**config.mk**
```make
export PLATFORM = sky130hd
export DESIGN_NAME = operand_fetch
export DESIGN_NICKNAME = d
export VERILOG_FILES = /design/src/rtl/riscv_pkg.sv /design/src/rtl/fwd_mux.sv /design/src/rtl/operand_fetch.sv
export SDC_FILE = /design/constraint.sdc
export NUM_CORES = 1
export LEC_CHECK = 0
export ABC_AREA = 1
export CORE_AREA = 2 2 151 109
export DETAILED_ROUTE_END_ITERATION = 6
export DIE_AREA = 0 0 153 111
export PLACE_DENSITY_LB_ADDON = 0.1
export SYNTH_ARGS = -nofsm -noshare
export SYNTH_HDL_FRONTEND = slang
export SYNTH_HIERARCHICAL = 1
export SYNTH_SLANG_ARGS = --single-unit
```
**constraint.sdc**
```tcl
create_clock -name clk -period 3.2 [get_ports clk]
set_clock_uncertainty 0.1 [all_clocks]
set_input_delay 0.64 -clock clk [delete_from_list [all_inputs] [get_ports clk]]
set_output_delay 0.64 -clock clk [all_outputs]
set_load 0.02 [all_outputs]
```
**src/rtl/riscv_pkg.sv**
```systemverilog
// Shared RISC-V pipeline definitions: data width, register-index type, x0.
// Also holds the forward-source match helper used by the operand muxes.
package riscv_pkg;

    localparam int XLEN = 32;

    typedef logic [4:0] reg_idx_t;

    localparam reg_idx_t REG_X0 = 5'd0;

    // A producer matches a consumer only when it writes, targets the same
    // register, and that register is not the hard-wired zero.
    function automatic logic src_hit(input logic we, input reg_idx_t rd, input reg_idx_t rs);
        return we && (rd == rs) && (rs != REG_X0);
    endfunction

endpackage

```
**src/rtl/fwd_mux.sv**
```systemverilog
// Per-operand source select: x0 -> 0, then EX > MEM > WB > register file.
// Build option OPFETCH_FWD_EN: when undefined only WB is forwarded; the EX
// and MEM match flags are still reported so the caller can stall instead.
module fwd_mux #(
    parameter int XLEN = riscv_pkg::XLEN
) (
    input  logic [4:0]      rs,
    input  logic            ex_we,
    input  logic [4:0]      ex_rd,
    input  logic [XLEN-1:0] ex_data,
    input  logic            mem_we,
    input  logic [4:0]      mem_rd,
    input  logic [XLEN-1:0] mem_data,
    input  logic            wb_we,
    input  logic [4:0]      wb_rd,
    input  logic [XLEN-1:0] wb_data,
    input  logic [XLEN-1:0] rf_data,
    output logic [XLEN-1:0] op,
    output logic            ex_hit,
    output logic            mem_hit
);
    import riscv_pkg::*;

    logic wb_hit;

`ifndef OPFETCH_FWD_EN
    // Without bypassing the EX/MEM data paths are intentionally left open.
    logic unused_nofwd_data;
    assign unused_nofwd_data = ^{ex_data, mem_data};
`endif

    // Match detection and priority selection of the operand value.
    always_comb begin
        ex_hit  = src_hit(ex_we,  ex_rd,  rs);
        mem_hit = src_hit(mem_we, mem_rd, rs);
        wb_hit  = src_hit(wb_we,  wb_rd,  rs);
        op      = rf_data;
        if (rs == REG_X0) begin
            op = '0;
`ifdef OPFETCH_FWD_EN
        end else if (ex_hit) begin
            op = ex_data;
        end else if (mem_hit) begin
            op = mem_data;
`endif
        end else if (wb_hit) begin
            op = wb_data;
        end
    end

endmodule

```
**src/rtl/operand_fetch.sv**
```systemverilog
// Operand fetch stage: reads the register file, resolves forwarding,
// detects load-use (and, without bypassing, RAW) hazards and hands a
// registered operand slot to execute with valid/ready handshaking.
// Build option OPFETCH_FWD_EN enables EX/MEM bypassing; otherwise any
// EX/MEM dependency stalls and only WB is forwarded.
module operand_fetch #(
    parameter int XLEN        = riscv_pkg::XLEN,
    parameter int STALL_CNT_W = 16
) (
    input  logic                   clk,
    input  logic                   rst,
    input  logic                   id_valid,
    output logic                   id_ready,
    input  logic [4:0]             id_rs1,
    input  logic [4:0]             id_rs2,
    input  logic [4:0]             id_rd,
    input  logic                   id_use_rs1,
    input  logic                   id_use_rs2,
    input  logic                   id_is_load,
    input  logic                   id_we,
    output logic [4:0]             rf_a1,
    output logic [4:0]             rf_a2,
    input  logic [XLEN-1:0]        rf_rd1,
    input  logic [XLEN-1:0]        rf_rd2,
    input  logic                   ex_fwd_we,
    input  logic [4:0]             ex_fwd_rd,
    input  logic [XLEN-1:0]        ex_fwd_data,
    input  logic                   mem_we,
    input  logic [4:0]             mem_rd,
    input  logic [XLEN-1:0]        mem_data,
    input  logic                   wb_we,
    input  logic [4:0]             wb_rd,
    input  logic [XLEN-1:0]        wb_data,
    output logic                   ex_valid,
    input  logic                   ex_ready,
    output logic [XLEN-1:0]        ex_op1,
    output logic [XLEN-1:0]        ex_op2,
    output logic [4:0]             ex_rd,
    output logic                   ex_is_load,
    output logic                   ex_we,
    input  logic                   flush,
    output logic [STALL_CNT_W-1:0] stall_cnt
);
    import riscv_pkg::*;

    logic                   ex_valid_q,   ex_valid_d;
    logic [XLEN-1:0]        ex_op1_q,     ex_op1_d;
    logic [XLEN-1:0]        ex_op2_q,     ex_op2_d;
    reg_idx_t               ex_rd_q,      ex_rd_d;
    logic                   ex_is_load_q, ex_is_load_d;
    logic                   ex_we_q,      ex_we_d;
    logic [STALL_CNT_W-1:0] stall_cnt_q,  stall_cnt_d;

    logic            ex_src_we;
    logic [XLEN-1:0] op1_sel, op2_sel;
    logic            ex_hit1, ex_hit2, mem_hit1, mem_hit2;
    logic            adv, load_hz, raw_hz, hz, accept;

    assign rf_a1 = id_rs1;
    assign rf_a2 = id_rs2;

    // The EX result only exists for a valid, writing, non-load slot.
    assign ex_src_we = ex_fwd_we && ex_valid_q && ex_we_q && !ex_is_load_q;

    fwd_mux #(.XLEN(XLEN)) u_fwd_op1 (
        .rs      (id_rs1),
        .ex_we   (ex_src_we),
        .ex_rd   (ex_fwd_rd),
        .ex_data (ex_fwd_data),
        .mem_we  (mem_we),
        .mem_rd  (mem_rd),
        .mem_data(mem_data),
        .wb_we   (wb_we),
        .wb_rd   (wb_rd),
        .wb_data (wb_data),
        .rf_data (rf_rd1),
        .op      (op1_sel),
        .ex_hit  (ex_hit1),
        .mem_hit (mem_hit1)
    );

    fwd_mux #(.XLEN(XLEN)) u_fwd_op2 (
        .rs      (id_rs2),
        .ex_we   (ex_src_we),
        .ex_rd   (ex_fwd_rd),
        .ex_data (ex_fwd_data),
        .mem_we  (mem_we),
        .mem_rd  (mem_rd),
        .mem_data(mem_data),
        .wb_we   (wb_we),
        .wb_rd   (wb_rd),
        .wb_data (wb_data),
        .rf_data (rf_rd2),
        .op      (op2_sel),
        .ex_hit  (ex_hit2),
        .mem_hit (mem_hit2)
    );

`ifdef OPFETCH_FWD_EN
    // Bypassing resolves EX/MEM dependencies, so the match flags are unused.
    logic unused_hits;
    assign unused_hits = ^{ex_hit1, ex_hit2, mem_hit1, mem_hit2};
    assign raw_hz      = 1'b0;
`else
    // Without bypassing any used operand produced in EX or MEM must wait.
    assign raw_hz = id_valid && ((id_use_rs1 && (ex_hit1 || mem_hit1)) ||
                                 (id_use_rs2 && (ex_hit2 || mem_hit2)));
`endif

    // Handshake and hazard detection for the decode side.
    always_comb begin
        adv     = !ex_valid_q || ex_ready;
        load_hz = id_valid && ex_valid_q && ex_is_load_q && (ex_rd_q != REG_X0) &&
                  ((id_use_rs1 && (id_rs1 == ex_rd_q)) ||
                   (id_use_rs2 && (id_rs2 == ex_rd_q)));
        hz       = load_hz || raw_hz;
        id_ready = adv && !hz && !flush;
        accept   = id_valid && id_ready;
    end

    // Next state of the execute slot (flush > accept > bubble > hold) and
    // of the saturating stall counter.
    always_comb begin
        ex_valid_d   = ex_valid_q;
        ex_op1_d     = ex_op1_q;
        ex_op2_d     = ex_op2_q;
        ex_rd_d      = ex_rd_q;
        ex_is_load_d = ex_is_load_q;
        ex_we_d      = ex_we_q;
        if (flush) begin
            ex_valid_d = 1'b0;
        end else if (accept) begin
            ex_valid_d   = 1'b1;
            ex_op1_d     = op1_sel;
            ex_op2_d     = op2_sel;
            ex_rd_d      = id_rd;
            ex_is_load_d = id_is_load;
            ex_we_d      = id_we;
        end else if (adv) begin
            ex_valid_d = 1'b0;
        end

        stall_cnt_d = stall_cnt_q;
        if (id_valid && !id_ready && !flush && (stall_cnt_q != '1)) begin
            stall_cnt_d = stall_cnt_q + 1'b1;
        end
    end

    // State registers; reset empties the slot and clears the counter.
    always_ff @(posedge clk or posedge rst) begin
        if (rst) begin
            ex_valid_q   <= 1'b0;
            ex_op1_q     <= '0;
            ex_op2_q     <= '0;
            ex_rd_q      <= REG_X0;
            ex_is_load_q <= 1'b0;
            ex_we_q      <= 1'b0;
            stall_cnt_q  <= '0;
        end else begin
            ex_valid_q   <= ex_valid_d;
            ex_op1_q     <= ex_op1_d;
            ex_op2_q     <= ex_op2_d;
            ex_rd_q      <= ex_rd_d;
            ex_is_load_q <= ex_is_load_d;
            ex_we_q      <= ex_we_d;
            stall_cnt_q  <= stall_cnt_d;
        end
    end

    assign ex_valid   = ex_valid_q;
    assign ex_op1     = ex_op1_q;
    assign ex_op2     = ex_op2_q;
    assign ex_rd      = ex_rd_q;
    assign ex_is_load = ex_is_load_q;
    assign ex_we      = ex_we_q;
    assign stall_cnt  = stall_cnt_q;

endmodule

```
Word level (Yosys, flattened, before mapping)
Index checks and enable logic that the tools add are counted.
{ "op_classes": {"n_addsub": 1, "n_eq_ne": 9, "n_mux": 7, "n_bitwise": 1, "reduce_logical": 48} }
{ "op_table": {"columns": ["op", "count"], "rows": [
  ["$mux W32", 4],
  ["$eq A5 B5 Y1", 8],
  ["$logic_and A1 B1 Y1", 30],
  ["$add A16 B1 Y16 const B", 1],
  ["$ne A16 B16 Y1 const B", 1],
  ["$reduce_bool A5 Y1", 3],
  ["$logic_not A5 Y1", 2],
  ["$logic_or A1 B1 Y1", 6],
  ["$logic_not A1 Y1", 5],
  ["$mux W1", 3],
  ["$reduce_bool A3 Y1", 1],
  ["$reduce_and A2 Y1", 1],
  ["$not A1 Y1", 1]
]} }
{ "totals": {"ff_bits": 88, "in_bits": 202, "output_inout_bits": 99, "wordCells": 73} }

Depth between registers and ports, before layout
Gate-level depths: netlist of run 1.
{ "depth": {"depth_word": 17, "depth_mapped": 15, "depth_no_buf": 13} }

By module
Netlist of run 1, hierarchy kept.
{ "modules_own_cells": {"columns": ["mod", "instances", "cells_each", "area_each_um2", "seq_area_each_um2"], "rows": [
  ["operand_fetch", 1, 533, 4222.8, 2202.1],
  ["fwd_mux", 2, 230, 1077.3, 0.0]
]} }

Worst setup path before layout of run 1
Ideal clock, no wire load.
{ "synth_timing": {"path_kind": "in2out", "startpoint": "in id_rs2[3]", "endpoint": "out id_ready", "arrival_time_ps": 2337, "required_ps": 2460, "setup_slack_ps": 123, "cell_stages": 13, "path_buffers": 2, "cell_sequence": "inv_2 nand3_1 nor2_4 inv_2 buf_6 o211ai_1 nor2_1 o21ai_1 a21oi_1 nor3_4 nand2_1 buf_2 inv_1"} }
{ "synth_between": {"elab_chain_cells": 11, "word_cells_on_any_way": 19, "cone_classes": "eq/ne (3); reduce/logical (16)"} }
{ "synth_rtl": {"columns": ["item", "line_no", "rtl"], "rows": [
  ["from (decl)", "operand_fetch.sv:15", "input logic [4:0] id_rs2,"],
  ["$eq A5 B5 Y1", "riscv_pkg.sv:14", "return we && (rd == rs) && (rs != REG_X0);"],
  ["$logic_and A1 B1 Y1", "riscv_pkg.sv:14", null],
  ["$logic_and A1 B1 Y1 (*)", "riscv_pkg.sv:14", null],
  ["via mem_hit2", "operand_fetch.sv:56", "logic ex_hit1, ex_hit2, mem_hit1, mem_hit2;"],
  ["$logic_or A1 B1 Y1 (*)", "operand_fetch.sv:107", "(id_use_rs2 && (ex_hit2 || mem_hit2)));"],
  ["$logic_and A1 B1 Y1 (*)", "operand_fetch.sv:107", null],
  ["$logic_or A1 B1 Y1 (*)", "operand_fetch.sv:106", "assign raw_hz = id_valid && ((id_use_rs1 && (ex_hit1 || mem_hit1)) ||"],
  ["$logic_and A1 B1 Y1 (*)", "operand_fetch.sv:106", null],
  ["$logic_or A1 B1 Y1 (*)", "operand_fetch.sv:116", "hz = load_hz || raw_hz;"],
  ["$logic_not A1 Y1 (*)", "operand_fetch.sv:117", "id_ready = adv && !hz && !flush;"],
  ["$logic_and A1 B1 Y1 (*) (2 in a row)", "operand_fetch.sv:117", null],
  ["to (decl)", "operand_fetch.sv:13", "output logic id_ready,"]
]} }
Mark *: on every way through the listed nets, which the timed path passes. The rest lies on a longest branch.

Final worst setup path of run 1
{ "layout_timing": {"startpoint": "in id_rs1[0]", "endpoint": "out id_ready"} }
{ "layout_between": {"elab_chain_cells": 11, "word_cells_on_any_way": 19, "cone_classes": "eq/ne (3); reduce/logical (16)"} }
{ "layout_rtl": {"columns": ["item", "line_no", "rtl"], "rows": [
  ["from (decl)", "operand_fetch.sv:14", "input logic [4:0] id_rs1,"],
  ["$eq A5 B5 Y1", "riscv_pkg.sv:14", null],
  ["$logic_and A1 B1 Y1", "riscv_pkg.sv:14", null],
  ["$logic_and A1 B1 Y1 (*)", "riscv_pkg.sv:14", null],
  ["via mem_hit1", "operand_fetch.sv:56", null],
  ["$logic_or A1 B1 Y1 (*)", "operand_fetch.sv:106", null],
  ["$logic_and A1 B1 Y1 (*)", "operand_fetch.sv:106", null],
  ["$logic_or A1 B1 Y1 (*)", "operand_fetch.sv:106", null],
  ["$logic_and A1 B1 Y1 (*)", "operand_fetch.sv:106", null],
  ["$logic_or A1 B1 Y1 (*)", "operand_fetch.sv:116", null],
  ["$logic_not A1 Y1 (*)", "operand_fetch.sv:117", null],
  ["$logic_and A1 B1 Y1 (*) (2 in a row)", "operand_fetch.sv:117", null]
]} }
Marked as above.

==> summary.txt, run 1 <==
Final layout
  • Fillers: 1547
  • FF+latch area: 0.00220 mm^2
  • Layout Nets: 1426
  • Fraction of layout cells with a size suffix above 1: 8.71%
  • Fin util: 59.3%
  • Finished Layout Cells: 1433
  • Multi-input gate area: 0.00333 mm^2
  • Number of diodes: 0
  • Area growth syn-to-layout: 46.6%

Power and ir drop
  • Power Density: 420 mW/mm^2
  • Internal: 2.57 mW
  • Reg power frac: 36.1%
  • VDD IR max: 0.230 mV
  • Switching fraction of total power: 34.5%
  • Clock power frac: 28.7%
  • Combinational share of power: 35.2%
  • P_sw: 1.35 mW
  • Leak Pwr: 5.07 nW

Die
  • Total core area: 0.0158 mm^2
  • Die height: 111 um
  • Die Wd: 153 um
  • Initial core utilization: 40.5%
  • Die area: 0.0170 mm^2
  • IO Pins: 301
  • FP Rows: 39

Timing
  • RSZ-0062 raised after global routing: no
  • Min Tclk post-route: 3.10 ns
  • Final setup viols: 0
  • Rel. slew slack: 48.0%
  • Slew @ Worst Pin: 0.780 ns
  • Crit share post-route: 96.8%
  • Hold Violations, Final: 0
  • Max Freq: 323 MHz
  • Max-slew violations: 0

Route
  • Initial DRC count: 496
  • Total vias in the final route: 7120
  • Post-Route WL: 22400 um
  • Final ANT Viol Nets: 0
  • Remaining routing DRC violations: 0
  • DRT Pass-1 Iters: 5
  • Via density: 4.97
  • WL/cell: 15.6 um

Status
  • Outcome: finished clean

Global routing
  • First-pass GRT wire length: 36300 um
  • Number of global-route vias before repair: 6786
  • Initial antenna violation count: 0
  • Total congestion overflow: 0
  • Largest net degree at the start of global routing: 73
  • GRT Overall Usage: 26.7%

Synth
  • Netlist cell types: 31
  • Post-Syn Area per Cell: 6.42 um^2
  • Synth warn: 6
  • Mapped Area: 0.00638 mm^2
  • Syn Inst Count: 993
  • Syn nets: 1196
  • Register bit total from synthesis: 88
  • Register area share after synthesis: 34.5%

CTS
  • Hold-fix buffers, CTS: 0
  • Clock Path Buffers: 2
  • CTS tree: yes
  • Root Buffer: clkbuf_16
  • TritonCTS buffer count: 9
  • Worst-Skew Late Latency: 0.34 ns
  • Clock slew at reported path FFs: 0.07 ns
  • H-tree lvl count: 3
  • CTS Sinks: 88

Placed design
  • Post-DP HPWL: 16400 um
  • PortBufs: 236
  • Routability cong.: 0.905
  • Inst Count DP: 1415

Hold path
  • Hold Path Sink: ex_op2[25]
  • Min-Delay Path Class: flip-flop to flip-flop
  • WHS Path Cells: 2
  • Min-delay src: ex_op2[25]

Worst setup path
  • Crit end category: output pin
  • Reg2reg setup slack: 0.62 ns
  • Reg-to-reg endpoint: ex_op1[7]
  • R2r worst-path depth: 14
  • WP data required: 2.46 ns
  • Crit path kind: input port to output pin
  • Worst path arrival time: 2.36 ns
  • Worst R2R Start: ex_valid
  • CP max FO: 3
  • CP Launch Type: input port

Run
  • Max_cap viols: 0
## registers in the layout, indices dropped and copies added (netlist names)
name,count
ex_is_load,1
ex_op1,32
ex_op2,32
ex_rd,5
ex_valid,1
ex_we,1
stall_cnt,16
## power groups by stage
stage	clock (mW)	combinational [mW]	sequential [mW]
after floorplan	0	0.466	1.61
after global placement	0	1.37	1.43
after detailed placement	0	1.38	1.43
after CTS	1.16	1.38	1.42
after global routing	1.20	1.51	1.44
final	1.13	1.38	1.42
## cell type report
class,count,area share (%)
multi-input combinational,716,35.6
timing repair buffer,285,29.8
sequential,88,23.6
inverter,123,4.97
tap,205,2.74
clock buffer,10,2.56
clock inverter,6,0.803
## worst max path at each step
stage	startpoint	end	slack, ns	depth (start not counted)
6_report	id_rs1[0]	id_ready	0.10	12
5_1_grt	id_rs1[4]	id_ready	0.0004	12
4_1_cts	id_rs1[1]	ex_op2[23]	0.04	15
3_5_place_dp	id_rs1[1]	id_ready	-0.41	13
3_3_place_gp	id_rs2[0]	id_ready	-0.39	12
2_1_floorplan	id_rs2[3]	id_ready	0.12	13
## cells in the final DEF (no fill, tap or decap), drive strengths merged
cell	count
inv	126
o31ai	1
o211ai	2
xor2	12
clkinv	1
clkbuf	10
clkdlybuf4s50	228
clkinvlp	1
nand3b	1
xnor2	4
dfrtp	88
ha	1
buf	51
bufinv	1
nand2	467
a21boi	2
nor3	5
a21oi	1
nor2	42
o21ai	4
nand4	79
dlymetal6s2s	6
nand3	91
o22ai	4
## metrics by stage
stage / setup WS, ns / hold WS (ns) / setup TNS, ns / cell area, um^2 / total power [mW]
2_1_floorplan: 0.123 / 0.481 / 0 / 6380 / 2.08
5_1_grt: 0.000398 / 0.388 / 0 / 9350 / 4.15
3_5_place_dp: -0.405 / 0.358 / -20.57 / 8960 / 2.81
6_report: 0.103 / 0.372 / 0 / 9350 / 3.92
3_3_place_gp: -0.386 / 0.354 / -19.51 / 8960 / 2.80
4_1_cts: 0.0406 / 0.376 / 0 / 9280 / 3.96
## layer usage
| layer | up-vias | part of all wire, % | track usage (%) | wire [um] |
|---|---|---|---|---|
| li1 | 3557 | - | - | - |
| met1 | 3262 | 48 | 39.9 | 10800 |
| met2 | 278 | 43 | 39.2 | 9580 |
| met3 | 23 | 7.6 | 6.68 | 1700 |
| met4 | 0 | 1.4 | 5.56 | 308 |
| met5 | - | 0 | 0 | 0 |
## cell usage after synthesis (all sizes together)
| cell type | n | area [um^2] |
|---|---|---|
| o211ai | 2 | 15.0 |
| dfrtp | 88 | 2200 |
| o31ai | 1 | 7.51 |
| nor3 | 5 | 36.3 |
| clkbuf | 21 | 78.8 |
| a21oi | 1 | 5.00 |
| buf | 45 | 353 |
| nand4 | 79 | 494 |
| xnor2 | 4 | 35.0 |
| nand3 | 91 | 485 |
| xor2 | 12 | 105 |
| o21ai | 4 | 20.0 |
| a21boi | 2 | 15.0 |
| ha | 1 | 12.5 |
| o22ai | 4 | 25.0 |
| inv | 123 | 462 |
| nand2 | 467 | 1780 |
| nand3b | 1 | 7.51 |
| nor2 | 42 | 238 |
## worst max-delay path: stages
cell             delay [ns]
clkdlybuf4s50_1        0.49
buf_4                  0.16
xor2_1                 0.16
nor2_1                 0.06
nand4_1                0.07
nor2_1                 0.05
o21ai_1                0.15
a21oi_2                0.09
nor3_4                 0.20
nand2_2                0.11
inv_2                  0.07
buf_6                  0.11
## kinds of logic (layout without fill, tap and decap cells)
group                      count (synthesis)  count (layout)  share of synthesized area (%)
xor gates and xnor gates                  16              16                           2.20
adders and majority gates                  1               1                          0.196
DFF                                       88              88                           34.5
buffers and inverters                    189             424                           14.0
AOI/OAI and AO/OA                         14              14                           1.37
and+or+nand+nor                          685             685                           47.7
## repair_timing
item                                    CTS  global route
hold endpoints to repair                  0             0
pin swaps                                 0             5
endpoints found under the setup margin    1            73
resized for setup                         6            16
buffers inserted                          0             2
Power figures use the tool's default switching activity.
==> run 2, diff against run 1 <==
--- a/config.mk
+++ b/config.mk
@@ -6,7 +6,9 @@
 export NUM_CORES = 1
 export LEC_CHECK = 0
 export ABC_AREA = 1
+export CAP_MARGIN = 5
 export CORE_AREA = 2 2 151 109
+export CTS_CLUSTER_SIZE = 20
 export DETAILED_ROUTE_END_ITERATION = 6
 export DIE_AREA = 0 0 153 111
 export PLACE_DENSITY_LB_ADDON = 0.1
==> results of run 2 <==
Same layout as run 1: the final DEF is identical, and so are final timing and power.
